[src/rtl/rpi_pixel_sampler_if.sv]
// Bundles the RPi-side inputs and DAC-side outputs of the pixel sampler.
// The master side drives mode and raw RPi signals; the slave side is the sampler.
interface rpi_pixel_sampler_if #(
  parameter int IN_BITS = 3
);
  logic [1:0]         mode;
  logic               rpi_h_sync;
  logic               rpi_v_sync;
  logic [IN_BITS-1:0] rpi_color;
  logic               h_sync;
  logic               v_sync;
  logic [3:0]         r_out;
  logic [3:0]         g_out;
  logic [3:0]         b_out;
  logic               sample_strobe;

  modport master (
    output mode, rpi_h_sync, rpi_v_sync, rpi_color,
    input  h_sync, v_sync, r_out, g_out, b_out, sample_strobe
  );

  modport slave (
    input  mode, rpi_h_sync, rpi_v_sync, rpi_color,
    output h_sync, v_sync, r_out, g_out, b_out, sample_strobe
  );
endinterface

[src/rtl/rpi_pixel_sampler.sv]
// Samples asynchronous RPi video into the clk domain once per pixel period and
// drives 4-bit DAC levels, with mono, RGB111, colour-bar and black modes.
module rpi_pixel_sampler #(
  parameter int         IN_BITS      = 3,
  parameter int         DIV_LOG2     = 3,
  parameter int         SAMPLE_PHASE = 4,
  parameter logic       SYNC_ACT     = 1'b0,
  parameter logic [3:0] ON_LEVEL     = 4'hF,
  parameter int         BAR_LOG2     = 5
) (
  input  logic clk,
  input  logic rst,
  rpi_pixel_sampler_if.slave io_pix
);
  localparam logic                SYNC_INACT = ~SYNC_ACT;
  localparam logic [DIV_LOG2-1:0] PH_ONE     = DIV_LOG2'(1);
  localparam logic [DIV_LOG2-1:0] PH_SAMPLE  = DIV_LOG2'(SAMPLE_PHASE);
  localparam logic [10:0]         PIX_MAX    = 11'h7FF;

  logic               r_hs_meta, r_hs_s, r_hs_d;
  logic               r_vs_meta, r_vs_s;
  logic [IN_BITS-1:0] r_col_meta, r_col_s, r_col_hold;
  logic [DIV_LOG2-1:0] r_phase;
  logic [10:0]        r_pix_cnt;
  logic [3:0]         r_r_out, r_g_out, r_b_out;
  logic               r_strobe_out, r_h_out, r_v_out;

  logic               w_hs_edge, w_strobe, w_blank;
  logic [2:0]         w_col3, w_bar;
  logic [3:0]         w_r, w_g, w_b;

  assign w_hs_edge = (r_hs_s == SYNC_ACT) && (r_hs_d != SYNC_ACT);
  // A line start wins over a coincident sample point.
  assign w_strobe  = (r_phase == PH_SAMPLE) && !w_hs_edge;
  assign w_blank   = (r_hs_s == SYNC_ACT) || (r_vs_s == SYNC_ACT);
  assign w_bar     = r_pix_cnt[BAR_LOG2+2:BAR_LOG2];

  always_comb begin
    w_col3 = '0;
    w_col3[IN_BITS-1:0] = r_col_hold;
  end

  always_comb begin
    w_r = '0;
    w_g = '0;
    w_b = '0;
    case (io_pix.mode)
      2'b00: begin
        w_r = w_col3[0] ? ON_LEVEL : 4'h0;
        w_g = w_col3[0] ? ON_LEVEL : 4'h0;
        w_b = w_col3[0] ? ON_LEVEL : 4'h0;
      end
      2'b01: begin
        w_r = w_col3[0] ? ON_LEVEL : 4'h0;
        w_g = w_col3[1] ? ON_LEVEL : 4'h0;
        w_b = w_col3[2] ? ON_LEVEL : 4'h0;
      end
      2'b10: begin
        w_r = w_bar[0] ? ON_LEVEL : 4'h0;
        w_g = w_bar[1] ? ON_LEVEL : 4'h0;
        w_b = w_bar[2] ? ON_LEVEL : 4'h0;
      end
      default: ;
    endcase
    if (w_blank) begin
      w_r = '0;
      w_g = '0;
      w_b = '0;
    end
  end

  always_ff @(posedge clk or posedge rst) begin
    if (rst) begin
      r_hs_meta  <= SYNC_INACT;
      r_hs_s     <= SYNC_INACT;
      r_hs_d     <= SYNC_INACT;
      r_vs_meta  <= SYNC_INACT;
      r_vs_s     <= SYNC_INACT;
      r_col_meta <= '0;
      r_col_s    <= '0;
    end else begin
      r_hs_meta  <= io_pix.rpi_h_sync;
      r_hs_s     <= r_hs_meta;
      r_hs_d     <= r_hs_s;
      r_vs_meta  <= io_pix.rpi_v_sync;
      r_vs_s     <= r_vs_meta;
      r_col_meta <= io_pix.rpi_color;
      r_col_s    <= r_col_meta;
    end
  end

  always_ff @(posedge clk or posedge rst) begin
    if (rst) begin
      r_phase    <= '0;
      r_pix_cnt  <= '0;
      r_col_hold <= '0;
    end else if (w_hs_edge) begin
      r_phase    <= '0;
      r_pix_cnt  <= '0;
    end else begin
      r_phase <= r_phase + PH_ONE;
      if (w_strobe) begin
        r_col_hold <= r_col_s;
        // Saturate so long lines park on the last bar instead of wrapping.
        if (r_pix_cnt != PIX_MAX) r_pix_cnt <= r_pix_cnt + 11'd1;
      end
    end
  end

  always_ff @(posedge clk or posedge rst) begin
    if (rst) begin
      r_r_out      <= '0;
      r_g_out      <= '0;
      r_b_out      <= '0;
      r_strobe_out <= 1'b0;
      r_h_out      <= SYNC_INACT;
      r_v_out      <= SYNC_INACT;
    end else begin
      r_r_out      <= w_r;
      r_g_out      <= w_g;
      r_b_out      <= w_b;
      r_strobe_out <= w_strobe;
      r_h_out      <= r_hs_s;
      r_v_out      <= r_vs_s;
    end
  end

  assign io_pix.r_out         = r_r_out;
  assign io_pix.g_out         = r_g_out;
  assign io_pix.b_out         = r_b_out;
  assign io_pix.sample_strobe = r_strobe_out;
  assign io_pix.h_sync        = r_h_out;
  assign io_pix.v_sync        = r_v_out;
endmodule

[src/flat_wrapper.sv]
// flat-port wrapper written by rule: the top's interface ports become plain ports
module rpi_pixel_sampler_flat 
#(
  parameter int         IN_BITS      = 3,
  parameter int         DIV_LOG2     = 3,
  parameter int         SAMPLE_PHASE = 4,
  parameter logic       SYNC_ACT     = 1'b0,
  parameter logic [3:0] ON_LEVEL     = 4'hF,
  parameter int         BAR_LOG2     = 5
)
  (clk, rst, io_pix_mode, io_pix_rpi_h_sync, io_pix_rpi_v_sync, io_pix_rpi_color, io_pix_h_sync, io_pix_v_sync, io_pix_r_out, io_pix_g_out, io_pix_b_out, io_pix_sample_strobe);
  rpi_pixel_sampler_if #(.IN_BITS(IN_BITS)) io_pix_i ();
  input  logic clk;
  input  logic rst;
  input wire logic [$bits(io_pix_i.mode)-1:0] io_pix_mode;
  input wire logic [$bits(io_pix_i.rpi_h_sync)-1:0] io_pix_rpi_h_sync;
  input wire logic [$bits(io_pix_i.rpi_v_sync)-1:0] io_pix_rpi_v_sync;
  input wire logic [$bits(io_pix_i.rpi_color)-1:0] io_pix_rpi_color;
  output wire logic [$bits(io_pix_i.h_sync)-1:0] io_pix_h_sync;
  output wire logic [$bits(io_pix_i.v_sync)-1:0] io_pix_v_sync;
  output wire logic [$bits(io_pix_i.r_out)-1:0] io_pix_r_out;
  output wire logic [$bits(io_pix_i.g_out)-1:0] io_pix_g_out;
  output wire logic [$bits(io_pix_i.b_out)-1:0] io_pix_b_out;
  output wire logic [$bits(io_pix_i.sample_strobe)-1:0] io_pix_sample_strobe;
  assign io_pix_i.mode = io_pix_mode;
  assign io_pix_i.rpi_h_sync = io_pix_rpi_h_sync;
  assign io_pix_i.rpi_v_sync = io_pix_rpi_v_sync;
  assign io_pix_i.rpi_color = io_pix_rpi_color;
  assign io_pix_h_sync = io_pix_i.h_sync;
  assign io_pix_v_sync = io_pix_i.v_sync;
  assign io_pix_r_out = io_pix_i.r_out;
  assign io_pix_g_out = io_pix_i.g_out;
  assign io_pix_b_out = io_pix_i.b_out;
  assign io_pix_sample_strobe = io_pix_i.sample_strobe;
  rpi_pixel_sampler #(.IN_BITS(IN_BITS), .DIV_LOG2(DIV_LOG2), .SAMPLE_PHASE(SAMPLE_PHASE), .SYNC_ACT(SYNC_ACT), .ON_LEVEL(ON_LEVEL), .BAR_LOG2(BAR_LOG2)) u_core (.clk(clk), .rst(rst), .io_pix(io_pix_i));
endmodule
[config.mk]
export PLATFORM = sky130hd
export DESIGN_NAME = rpi_pixel_sampler_flat
export DESIGN_NICKNAME = d
export VERILOG_FILES = /design/src/rtl/rpi_pixel_sampler_if.sv /design/src/rtl/rpi_pixel_sampler.sv /design/src/flat_wrapper.sv
export SDC_FILE = /design/constraint.sdc
export NUM_CORES = 1
export LEC_CHECK = 0
export CAP_MARGIN = 15
export CORE_AREA = 2 2 53 65
export CTS_BUF_LIST = sky130_fd_sc_hd__clkbuf_4
export DETAILED_ROUTE_END_ITERATION = 8
export DIE_AREA = 0 0 55 67
export PLACE_DENSITY = 0.76
export RECOVER_POWER = 100
export REMOVE_ABC_BUFFERS = 1
export SYNTH_ARGS = -nofsm -noshare
export SYNTH_HDL_FRONTEND = slang
export SYNTH_SLANG_ARGS = --single-unit
[constraint.sdc]
create_clock -name clk -period 1.54 [get_ports clk]
set_input_delay 0.231 -clock clk [delete_from_list [all_inputs] [get_ports clk]]
set_output_delay 0.231 -clock clk [all_outputs]
set_load 0.02 [all_outputs]
==> results of run 1 <==
-- cell families after synthesis --
family          after synthesis
xor+xnor                      1
fa+ha+maj                     3
flops                        33
simple gates                 40
compound gates               22
buf+inv                      18
mux                           7
-- metal layers --
layer	track usage, %	wire length (um)	up-vias
met3	6.28	135	6
met5	0	0	-
met4	8.54	60	0
met1	19.9	1150	514
li1	-	-	493
met2	28.6	1440	26
-- registers in the layout, indices dropped and copies added (netlist names), 3 cells and up --
signal,flops
u_core.r_col_hold,3
u_core.r_pix_cnt,11
u_core.r_col_s,3
u_core.r_phase,3
u_core.r_col_meta,3
-- placed cells by master (no fill, tap or decap), types with 2 or more instances in the layout --
master	count
dfrtp_1	24
dlygate4sd2_1	14
nand2_1	12
buf_4	10
dlygate4sd3_1	7
nor2_1	5
nand2b_1	5
a21oi_1	5
clkbuf_4	5
inv_1	4
mux2i_1	4
mux2_2	3
nand3b_1	3
dfstp_2	3
dfstp_1	3
dfrtp_2	3
a21o_1	2
a311oi_1	2
a31oi_1	2
nand4_4	2
nand3_1	2
nor3_1	2
a2111oi_4	2
clkbuf_1	2
-- stage by stage --
stage / hold WS, ns / setup WS (ns) / instances / total power [mW] / setup TNS [ns]
after floorplan: 0.235 / 0.0370 / 111 / 1.30 / 0
after global placement: 0.337 / 0.0378 / 181 / 1.48 / 0
after detailed placement: 0.336 / -0.0377 / 181 / 1.50 / -0.0377
after CTS: 0.223 / -0.00226 / 189 / 2.12 / -0.00226
after global routing: 0.370 / -0.00539 / 190 / 2.26 / -0.0102
final: 0.357 / 0.0729 / 190 / 2.13 / 0
-- final cells by class --
class / instances / area (um2) / area share (%)
sequential: 33 / 837 / 44.7
multi-input combinational: 73 / 602 / 32.2
timing repair buffer: 35 / 290 / 15.5
tap: 36 / 45.0 / 2.41
clock inverter: 3 / 41.3 / 2.21
clock buffer: 5 / 37.5 / 2.01
inverter: 5 / 18.8 / 1.00
-- where the power goes --
part           internal, mW  total (mW)  switching, mW
sequential            0.981        1.06         0.0789
clock                 0.336       0.629          0.293
combinational         0.217       0.439          0.222
total                  1.53        2.13          0.593
-- synthesized netlist by cell type, drive strengths merged --
cell     number
ha            3
o41ai         1
dfrtp        27
dfstp         6
a211o         1
nand2b        5
a2111oi       3
nor2          5
nor4          1
a21oi         5
nor3          2
buf          10
a31oi         3
mux2i         4
a311oi        3
clkbuf        3
mux2          3
nand2        12
nor2b         1
and3          1
nand4         2
o211a         1
and4          2
a211oi        1
and2          2
o21bai        1
inv           5
xnor2         1
nand3b        3
or4           1
o21ai         1
a21o          2
nand3         3
-- worst paths after layout --
| check | start | endpoint | slack, ns | depth (start not counted) |
|---|---|---|---|---|
| setup reg to reg | u_core.r_phase[1]$_DFF_PP0_ | u_core.r_pix_cnt[9]$_DFFE_PP0P_ | 0.07 | 5 |
| min in group asynchronous | rst | u_core.io_pix.sample_strobe$_DFF_PP0_ | 0.56 | 3 |
| hold reg to reg | u_core.r_col_meta[0]$_DFF_PP0_ | u_core.r_col_s[0]$_DFF_PP0_ | 0.36 | 0 |
| hold / removal | u_core.r_col_meta[0]$_DFF_PP0_ | u_core.r_col_s[0]$_DFF_PP0_ | 0.36 | 0 |
| setup / recovery | u_core.r_phase[1]$_DFF_PP0_ | u_core.r_pix_cnt[9]$_DFFE_PP0P_ | 0.07 | 5 |
| max in group asynchronous | rst | u_core.r_pix_cnt[5]$_DFFE_PP0P_ | 0.41 | 3 |
-- repair_timing --
item / in CTS / in global routing
setup endpoints to repair: 15 / 8
pin swaps: 0 / 1
gates cloned: 0 / 0
buffers inserted: 0 / 1
gates resized for setup: 17 / 15
==> metrics.cfg, run 1 <==
[cts]
cts.sinks=33
numCtsBuffers=5
insertion_delay_ns=0.34
clockBufferDepth=2
clkTransAtPathRegs_ns=0.11
ctsRootBufferMaster=clkbuf_4
cts_hold_buf=0
htree_levels=2
tritoncts=built

[global_route]
grt_pass1_vias=1054
antenna_found_initial=0
grt_usage_pct=17.6
grt_start_max_net_pins=34
grt_pass1_wl_mm=4.56
grt.overflow.total=0

[yosys]
synthSimpleGateAreaFrac_pct=16.0
synth-xor-area-share_pct=0.599
ys_types=37
syn_area_per_cell_um2=11.8
synthAdderAreaFrac_pct=2.57
seq_area_frac_synth_pct=57.0
muxShareOfSynthArea_pct=5.05
synth_compound_area_share_pct=11.8
synth_top_area_cell=dfrtp_1
ys_seq_elements=33
synthCells=124
synth_top_family_by_area=simple AND/OR/NAND/NOR gates
syn_area_um2=1460
ys_warn_count=0
synthTopCellsByArea=dfrtp_1 46%, dfstp_2 11%, buf_4 4.6%
yosysTopAreaCellShare_pct=46.2

[critical_path]
worstPathArrival_ns=1.73
cpPeakStageDelay_ns=0.42
crit_slowest_cell=or4_1
crit_path_start_kind=flip-flop
path_cells=inv_1, ha_4, nand4_4, or4_1, a21oi_1
cpLargestDelayFamily=simple AND/OR/NAND/NOR gates
path_class=reg2reg
crit_fanout=5
critPathCaptureType=flip-flop
critical_path_required_ns=1.80
crit_buf_inv=1

[route]
drt_iter0_drc=18
wirelength_mm=2.78
drtAntennaViolNets=0
wl_per_cell_um=14.6
dr_total_vias=1039
vias_per_cell=5.47
post-route-drc-count=0
drt-pass1-iter-count=4

[placed_design]
io_buffers=23
hpwlAfterDp_mm=1.96
gp_congestion=0.847
placed_cell_area_um2=1750

[finish]
diodes=0
fin_util_pct=61.8
drive_gt1_share_pct=26.6
fin_nets=165
nFillCells=254
design_area_um2=1870
synthToLayoutAreaGrowth_pct=28.0

[floorplanning]
dieWidth_um=55
core-area_um2=3030
boundaryPins=24
fp-row-count=22
die_area_um2=3690
die-height_um=67
start_util_pct=48.3

[power]
ir_drop_mv=1.00
cellLeakagePower_nw=0.829
powerDensity_nw_per_um2=1140

[sta]
min_period_ns=1.47
min_period_over_period_pct=95.3
final-setup-viol-count=0
max-slew-margin-rel_pct=45.9
worst_pin_slew_ns=0.811
fin_skew_ns=0.0158
finalMaxSlewViolations=0
max_freq_mhz=682
report.final.hold_viol_count=0

[flow_run]
max-cap-violations=0

[status]
status=complete, no violations

[hold_path]
hold_path.class=reg2reg

Note: power is estimated with default switching activity, not from simulation.
==> run 2, diff against run 1 <==
--- a/config.mk
+++ b/config.mk
@@ -10,9 +10,9 @@
 export CTS_BUF_LIST = sky130_fd_sc_hd__clkbuf_4
 export DETAILED_ROUTE_END_ITERATION = 8
 export DIE_AREA = 0 0 55 67
+export HOLD_SLACK_MARGIN = 0.08
 export PLACE_DENSITY = 0.76
 export RECOVER_POWER = 100
-export REMOVE_ABC_BUFFERS = 1
 export SYNTH_ARGS = -nofsm -noshare
 export SYNTH_HDL_FRONTEND = slang
 export SYNTH_SLANG_ARGS = --single-unit
==> run 2 against run 1 <==
Against the previous run:
- final cell count did not move
- wire length up 5.7%
- maximum frequency is 0.79% lower
- cell area grew 0.60%
- sequential share of layout area shrank 0.40 points
- sequential cell count stayed put
- clock skew is 0.0095 ns lower
- utilization grew 0.37 points
- power is 1.7% higher
- critical path depth down 1
- sequential power about the same
- via count barely moved
- critical endpoint is now u_core.r_pix_cnt[7]$_DFFE_PP0P_
- largest cell class unchanged
==> metrics.cfg, run 2 (synthesis gave the netlist of run 1 again) <==
[floorplanning]
dieWidth_um=55
fp-row-count=22
core-area_um2=3030
start_util_pct=48.3
boundaryPins=24
die_area_um2=3690
die-height_um=67

[power]
seq_power_share_pct=49.2
swShare_pct=28.5
pwr-share-comb_pct=21.7
powerDensity_nw_per_um2=1150
internal_power_mw=1.55
ir_drop_mv=0.834
totalPowerFinal_mw=2.16
power.switching_mw=0.617
clock_power_share_pct=29.2
cellLeakagePower_nw=0.857

[placed_design]
io_buffers=23
placed_cell_area_um2=1740
hpwlAfterDp_mm=1.96
placed_cells=182
gp_congestion=0.868

[cts]
numCtsBuffers=5
cts_setup_buffers=0
tritoncts=built
clockBufferDepth=2
htree_levels=2
cts_hold_buf=0
ctsRootBufferMaster=clkbuf_4
clkTransAtPathRegs_ns=0.10
insertion_delay_ns=0.33
cts.sinks=33

[sta]
final-setup-viol-count=0
timing.setup.tns_ns=0
report.final.hold_viol_count=0
finalMaxSlewViolations=0
min_period_ns=1.48
fin_skew_ns=0.00637
max_freq_mhz=676
timing.hold.ws_ns=0.359
max-slew-margin-rel_pct=48.7
min_period_over_period_pct=96.0
worst_pin_slew_ns=0.770

[finish]
regMostFlops=u_core.r_pix_cnt
nFillCells=264
design_area_um2=1880
synthToLayoutAreaGrowth_pct=28.7
finalNonFillerCells=190
largest_reg_flops=11
fin_nets=165
layout_common_cells=26 x dfrtp_1, 14 x dlygate4sd2_1, 11 x nand2_1, 11 x buf_4, 7 x dlygate4sd3_1
final_common_cell=dfrtp_1
drive_gt1_share_pct=27.9
diodes=0

[global_route]
grt_usage_pct=19.8
grt.overflow.total=0
grt_pass1_wl_mm=5.06
grt_start_max_net_pins=34
grt_pass1_vias=1099
antenna_found_initial=0

[critical_path]
crit_buf_inv=0
crit_fanout=7
path_cells=ha_2, and2_4, a2111oi_4, mux2i_1
reg2reg_depth=4
crit_slowest_cell=dfrtp_1
cpPeakStageDelay_ns=0.40
crit_path_start_kind=flip-flop
critPathCaptureType=flip-flop
critical_path_required_ns=1.79
rrSetupSlack_ns=0.06
r2r_start=u_core.r_pix_cnt[0]$_DFFE_PP0P_
cpLargestDelayFamily=flip-flops
worstPathArrival_ns=1.73
path_class=reg2reg
rr_endpoint=u_core.r_pix_cnt[7]$_DFFE_PP0P_

[route]
post-route-drc-count=0
wl_per_cell_um=15.5
wirelength_mm=2.94
dr_total_vias=1038
vias_per_cell=5.46
drtAntennaViolNets=0
drt-pass1-iter-count=4
drt_iter0_drc=37

[hold_path]
hold_path.class=reg2reg
min_delay_path_depth=0
holdPathEnd=u_core.r_col_s[0]$_DFF_PP0_
worstHoldStart=u_core.r_col_meta[0]$_DFF_PP0_

[flow_run]
max-cap-violations=0

[yosys]
syn_nets=136

[status]
status=complete, no violations

==> run 2: final cells by class <==
type                       instances  area [um2]  share of cell area [%]
clock inverter                     3        41.3                    2.19
sequential                        33         835                    44.3
inverter                           5        18.8                   0.997
multi-input combinational         73         603                    32.0
tap                               36        45.0                    2.39
clock buffer                       5        37.5                    1.99
timing repair buffer              35         303                    16.1
==> run 2: how the worst max path moves through the flow <==
stage | from | slack [ns] | endpoint | depth (start not counted)
CTS | u_core.r_pix_cnt[0]$_DFFE_PP0P_ | 0.01 | u_core.r_pix_cnt[7]$_DFFE_PP0P_ | 4
floorplan | u_core.r_pix_cnt[0]$_DFFE_PP0P_ | 0.01 | u_core.r_pix_cnt[7]$_DFFE_PP0P_ | 5
detailed placement | u_core.r_phase[1]$_DFF_PP0_ | -0.009 | u_core.r_pix_cnt[7]$_DFFE_PP0P_ | 5
finish | u_core.r_pix_cnt[0]$_DFFE_PP0P_ | 0.06 | u_core.r_pix_cnt[7]$_DFFE_PP0P_ | 4
global route | u_core.r_phase[0]$_DFF_PP0_ | -0.02 | u_core.r_pix_cnt[3]$_DFFE_PP0P_ | 6
global placement | u_core.r_pix_cnt[0]$_DFFE_PP0P_ | 0.07 | u_core.r_pix_cnt[7]$_DFFE_PP0P_ | 4
==> run 2: worst reg2reg max path, stage by stage (launching register included) <==
cell and delay, ns:
dfrtp_1 0.40, ha_2 0.22, and2_4 0.18, a2111oi_4 0.37, mux2i_1 0.24
==> run 2: power groups by stage <==
stage / logic [mW] / registers (mW) / clock network, mW
3_3_place_gp: 0.414 / 1.06 / 0
5_1_grt: 0.519 / 1.07 / 0.686
3_5_place_dp: 0.437 / 1.07 / 0
6_report: 0.469 / 1.06 / 0.631
4_1_cts: 0.438 / 1.06 / 0.643
2_1_floorplan: 0.244 / 1.08 / 0
==> run 2: per-layer routing <==
layer / part of all wire, % / vias up / global-route usage (%)
li1: - / 487 / -
met5: 0 / - / 0
met1: 38 / 511 / 22.1
met3: 4.0 / 11 / 6.05
met2: 53 / 29 / 32.3
met4: 4.4 / 0 / 11.3
==> run 2: per-stage QoR <==
stage	utilization, %	setup slack, ns
after global placement	57.6	0.0722
final	62.2	0.0612
after global routing	62.2	-0.0204
after CTS	60.4	0.0137
after detailed placement	57.6	-0.00925
after floorplan	-	0.0120
==> run 2: repair_timing <==
action | in CTS | in global routing
setup endpoints to repair | 15 | 11
resized for setup | 17 | 15
pin swaps | 0 | 3
